===== config.mk =====
export PLATFORM = sky130hd
export DESIGN_NAME = fu_issue_ctrl
export DESIGN_NICKNAME = d
export VERILOG_FILES = /design/src/rtl/fu_issue_ctrl.sv
export SDC_FILE = /design/constraint.sdc
export NUM_CORES = 1
export LEC_CHECK = 0
export ABC_AREA = 1
export CORE_MARGIN = 1.5
export CORE_UTILIZATION = 43
export CTS_BUF_LIST = sky130_fd_sc_hd__clkbuf_8
export DETAILED_ROUTE_END_ITERATION = 8
export PLACE_DENSITY_LB_ADDON = 0.25
export SETUP_SLACK_MARGIN = 0.15
export SLEW_MARGIN = 40
export SYNTH_ARGS = -nofsm -noshare
export SYNTH_HDL_FRONTEND = slang
export SYNTH_SLANG_ARGS = --single-unit

===== constraint.sdc =====
create_clock -name clk -period 2 [get_ports clk]
set_input_delay 0.4 -clock clk [delete_from_list [all_inputs] [get_ports clk]]
set_output_delay 0.4 -clock clk [all_outputs]
set_load 0.005 [all_outputs]

===== src/rtl/fu_issue_ctrl.sv =====
// rtl/fu_issue_ctrl.sv - issue/sequencing front end for one functional-unit lane
// Optional build macro: DIV_ZERO_TRAP_EN (div/mod by zero bypasses the FU and flags out_div_zero)
module fu_issue_ctrl #(
    parameter int MACHINE_WIDTH = 32,
    parameter int REG_BITS      = 6,
    parameter int MUL_LAT       = 4,
    parameter int DIV_LAT       = 8
) (
    input  logic                     clk,
    input  logic                     reset,
    input  logic                     in_valid,
    output logic                     in_ready,
    input  logic [4:0]               in_op,
    input  logic [MACHINE_WIDTH-1:0] in_a,
    input  logic [MACHINE_WIDTH-1:0] in_b,
    input  logic [REG_BITS-1:0]      in_rd,
    output logic                     fu_enable,
    output logic [4:0]               fu_alu_op,
    output logic                     fu_fp_ctl,
    output logic [MACHINE_WIDTH-1:0] fu_alu_a,
    output logic [MACHINE_WIDTH-1:0] fu_alu_b,
    output logic                     fu_mem_read,
    output logic                     fu_mem_write,
    input  logic [MACHINE_WIDTH-1:0] fu_alu_out,
    output logic                     out_valid,
    input  logic                     out_ready,
    output logic [MACHINE_WIDTH-1:0] out_data,
    output logic [REG_BITS-1:0]      out_rd,
    output logic                     out_div_zero,
    output logic                     busy
);
    localparam int MAX_LAT = (MUL_LAT > DIV_LAT) ? MUL_LAT : DIV_LAT;
    localparam int CNT_W   = $clog2(MAX_LAT + 1);

    localparam logic [4:0] OP_MUL = 5'b01000;
    localparam logic [4:0] OP_DIV = 5'b01001;
    localparam logic [4:0] OP_MOD = 5'b01010;

    typedef enum logic [1:0] {
        S_IDLE,
        S_EXEC,
        S_DRAIN
    } state_t;

    state_t                   state_q, state_d;
    logic [4:0]               op_q, op_d;
    logic [MACHINE_WIDTH-1:0] a_q, a_d;
    logic [MACHINE_WIDTH-1:0] b_q, b_d;
    logic [REG_BITS-1:0]      rd_q, rd_d;
    logic [CNT_W-1:0]         cnt_q, cnt_d;
    logic [MACHINE_WIDTH-1:0] data_q, data_d;
    logic                     dz_q, dz_d;

    logic                     accept;
    logic                     is_mul;
    logic                     is_div;
    logic                     trap;
    logic [CNT_W-1:0]         lat_m1;

    always_comb begin
        in_ready = !reset && ((state_q == S_IDLE) || ((state_q == S_DRAIN) && out_ready));
        accept   = in_valid && in_ready;
        is_mul   = (in_op == OP_MUL);
        is_div   = (in_op == OP_DIV) || (in_op == OP_MOD);

        if (is_mul) begin
            lat_m1 = CNT_W'(MUL_LAT - 1);
        end else if (is_div) begin
            lat_m1 = CNT_W'(DIV_LAT - 1);
        end else begin
            lat_m1 = '0;
        end

`ifdef DIV_ZERO_TRAP_EN
        trap = is_div && (in_b == '0);
`else
        trap = 1'b0;
`endif

        state_d = state_q;
        op_d    = op_q;
        a_d     = a_q;
        b_d     = b_q;
        rd_d    = rd_q;
        cnt_d   = cnt_q;
        data_d  = data_q;
        dz_d    = dz_q;

        case (state_q)
            S_IDLE: begin
            end
            S_EXEC: begin
                if (cnt_q != '0) begin
                    cnt_d = cnt_q - 1'b1;
                end else begin
                    data_d  = fu_alu_out;
                    dz_d    = 1'b0;
                    state_d = S_DRAIN;
                end
            end
            S_DRAIN: begin
                if (out_ready) begin
                    state_d = S_IDLE;
                end
            end
            default: state_d = S_IDLE;
        endcase

        // An accept in DRAIN overrides the return to IDLE, giving back-to-back issue.
        if (accept) begin
            op_d  = in_op;
            a_d   = in_a;
            b_d   = in_b;
            rd_d  = in_rd;
            cnt_d = lat_m1;
            if (trap) begin
                data_d  = '0;
                dz_d    = 1'b1;
                state_d = S_DRAIN;
            end else begin
                state_d = S_EXEC;
            end
        end
    end

    always_ff @(posedge clk) begin
        if (reset) begin
            state_q <= S_IDLE;
            op_q    <= '0;
            a_q     <= '0;
            b_q     <= '0;
            rd_q    <= '0;
            cnt_q   <= '0;
            data_q  <= '0;
            dz_q    <= 1'b0;
        end else begin
            state_q <= state_d;
            op_q    <= op_d;
            a_q     <= a_d;
            b_q     <= b_d;
            rd_q    <= rd_d;
            cnt_q   <= cnt_d;
            data_q  <= data_d;
            dz_q    <= dz_d;
        end
    end

    assign fu_enable    = (state_q == S_EXEC);
    assign fu_alu_op    = op_q;
    assign fu_alu_a     = a_q;
    assign fu_alu_b     = b_q;
    assign fu_fp_ctl    = 1'b0;
    assign fu_mem_read  = 1'b0;
    assign fu_mem_write = 1'b0;
    assign out_valid    = (state_q == S_DRAIN);
    assign out_data     = data_q;
    assign out_rd       = rd_q;
    assign out_div_zero = dz_q;
    assign busy         = (state_q != S_IDLE);

endmodule


==> run summary <==
Synth Area in Compound Gates: 14.0%
Setup_tns: 0 ps
Clock Latency Late Sink: 420 ps
GRT overflow: 0
Layout Nets: 866
Slew Viols, Final: 0
Max Freq: 0.556 GHz
PD cells: 770 nW/um^2
Crit path kind: reg -> out
Initial cell density of the core: 44.3%
Power share of the clock group: 36.5%
DR DRC count: 0
Adder-cell share of the synthesized area: 0.307%
Initial antenna violation count: 0
I/O Buffers: 221
Vias in the first global route: 4134
Clk_skew: 6.67 ps
CTS Buf Count: 17
Routed Antenna Nets: 0
Largest net degree at the start of global routing: 55
Die Y: 100 um
Minimum clock period: 1800 ps
Max clock buf depth: 2
Final Hold Viols: 0
Antenna diode count: 0
Yosys reg bits: 113
Peak VDD IR: 392 uV
Total setup buffers inserted after CTS: 0
Die Span X: 100 um
CTS tree: done
Aggregate routed wire length: 11.9 mm
GPL Wtd Cong: 0.782
Post-synthesis mux area share: 0%
Worst endpoint required time: 1600 ps
Worst Path Max Fanout: 3
Filler cell count: 684
Largest family of logic cells by synthesized area: simple AND/OR/NAND/NOR gates
Unique masters post-synth: 20
Hold_buf cts: 0
Post-Syn Area: 4080 um^2
Comb power frac: 16.9%
Site row count: 35
Max_cap viols: 0
Tcrit/Tclk final: 90.0%
Sw frac: 24.9%
HP Class: in -> reg
Post-Synthesis Cells: 533
Global-route wire length before repair: 18.8 mm
P&R area growth vs syn: 67.0%
Max Used Layer: met4
Sequential cell fraction of total power: 46.6%
Crit path launch type: register
Layout cells sized above 1: 7.43%
Xor and xnor area share after synthesis: 0%
Depth of the CTS H-tree: 4
WL met1: 4.65 mm
Drt pass-1 iters: 4
Post-DP HPWL: 8.49 mm
Worst-Margin Slew: 562 ps
# IOs: 226
Leakage: 2.63 nW
Clk sink count: 113
RSZ-0062 raised after global routing: no
P_int: 3.94 mW
Post-synthesis simple-gate area fraction: 23.9%
Root buf cell: clkbuf_8
Yosys warnings: 0
Clk pin slew, worst setup/hold paths: 70 ps
Critical Path End Type: output port
Hold slack final: 456 ps
Die area: 10100 um^2
Slew HR: 62.5%
Total Routing Usage GR: 23.8%
Syn_area_per_cell: 7.65 um^2
DR WL met3: 1.21 mm
Worst EP arrival: 1400 ps
CP cell instances: inv_1 -> nand2_1 -> clkdlybuf4s50_1
Vias per Instance: 4.79
NetSw: 1.31 mW
Wire length per cell: 13.5 um
Sequential area share after synthesis: 55.5%
Core region area: 9200 um^2
1st-iter DRT viols: 131
Via count: 4210
Final setup viols: 0
Slowest-stage cell, CP: clkdlybuf4s50_1
Critical Path Max Stage Delay: 510 ps
Wire length on met2: 5.70 mm
Status: finished, final reports clean
## final timing paths
| check | to | startpoint | slack, ps | cells past startpoint |
|---|---|---|---|---|
| max reg2reg | out_data[3] | cnt_q[0] | 540 | 6 |
| max | busy | state_q[1] | 200 | 3 |
| min reg2reg | fu_alu_b[9] | fu_alu_b[9] | 460 | 2 |
| min | fu_alu_a[30] | reset | 460 | 3 |
## repair_timing
item | 4_1_cts | 5_1_grt
hold endpoints to repair | 0 | 0
gates resized for setup | 1 | 5
endpoints found under the setup margin | 3 | 3
## layout by cell type (no fill, tap or decap), types with 2 or more instances in the layout
cell type,synthesis,final
nand3_1,3,3
dfxtp_2,0,2
nor2_1,74,73
inv_1,14,16
conb_1,1,4
dfxtp_1,113,111
clkbuf_8,0,19
nand3_2,2,2
clkinv_2,0,7
clkinvlp_4,0,2
dlymetal6s2s_1,0,2
a21oi_1,77,77
nor2_2,2,3
clkdlybuf4s50_1,0,217
o21ai_0,36,36
buf_4,8,8
buf_12,0,7
inv_2,2,2
nand2_1,168,168
## kinds of logic (layout without fill, tap and decap cells)
logic type	after synthesis	after routing
adders and majority gates	1	1
AOI/OAI and AO/OA	114	114
DFF	113	113
other	1	4
buffers and inverters	53	284
and+or+nand+nor	251	251
## worst max-delay path: cells and delay by family, from the launching register on
family	cells	cell delay (ps)
buffers and inverters	2	570
and+or+nand+nor	1	70
DFF	1	350
## per-stage QoR
step           instances  utilization (%)  total power [mW]  cell area, um^2  setup slack [ps]
3_3_place_gp         846             70.0              3.36             6440              26.0
3_5_place_dp         846             70.0              3.38             6440              10.1
6_report             878             74.0              5.24             6810               200
4_1_cts              878             73.9              5.28             6800              38.3
2_1_floorplan        536                -              2.82             4090               799
5_1_grt              878             74.0              5.49             6810               145
## flip-flops by register name (all words and copies together), names as in the netlist
| signal | cells |
|---|---|
| fu_alu_op | 5 |
| out_rd | 6 |
| state_q | 2 |
| fu_alu_b | 32 |
| out_data | 32 |
| fu_alu_a | 32 |
| cnt_q | 4 |
## cell usage after synthesis
cell type | n | share of area, %
a21oi_1 | 77 | 9.5
buf_1 | 5 | 0.46
buf_2 | 8 | 0.98
buf_4 | 8 | 1.5
buf_6 | 2 | 0.55
clkbuf_1 | 14 | 1.3
conb_1 | 1 | 0.092
dfxtp_1 | 113 | 55
ha_1 | 1 | 0.31
inv_1 | 14 | 1.3
inv_2 | 2 | 0.18
nand2_1 | 168 | 15
nand3_1 | 3 | 0.37
nand3_2 | 2 | 0.49
nor2_1 | 74 | 6.8
nor2_2 | 2 | 0.31
nor2_4 | 1 | 0.28
o21ai_0 | 36 | 4.4
o21ai_1 | 1 | 0.12
or2_2 | 1 | 0.15
## area by class of cell
class                      instances  area (um^2)  area share, %
inverter                          16         60.1          0.882
multi-input combinational        370         1570           23.1
clock buffer                      19          262           3.84
clock inverter                    13         96.3           1.42
tap                              111          139           2.04
sequential                       113         2260           33.3
timing repair buffer             236         2410           35.4
## power by group through the flow
stage          clock network [mW]  registers [mW]  logic [mW]
6_report                     1.91            2.45       0.886
5_1_grt                      2.06            2.46       0.972
4_1_cts                      1.94            2.44       0.894
3_5_place_dp                    0            2.49       0.888
3_3_place_gp                    0            2.49       0.871
2_1_floorplan                   0            2.50       0.315
## routing by layer
metal | track usage (%) | vias up
met3 | 10.7 | 29
li1 | - | 2120
met1 | 25.6 | 1891
met5 | 0 | -
met4 | 11.5 | 0
met2 | 39.8 | 170
Note: power is estimated with default switching activity, not from simulation.
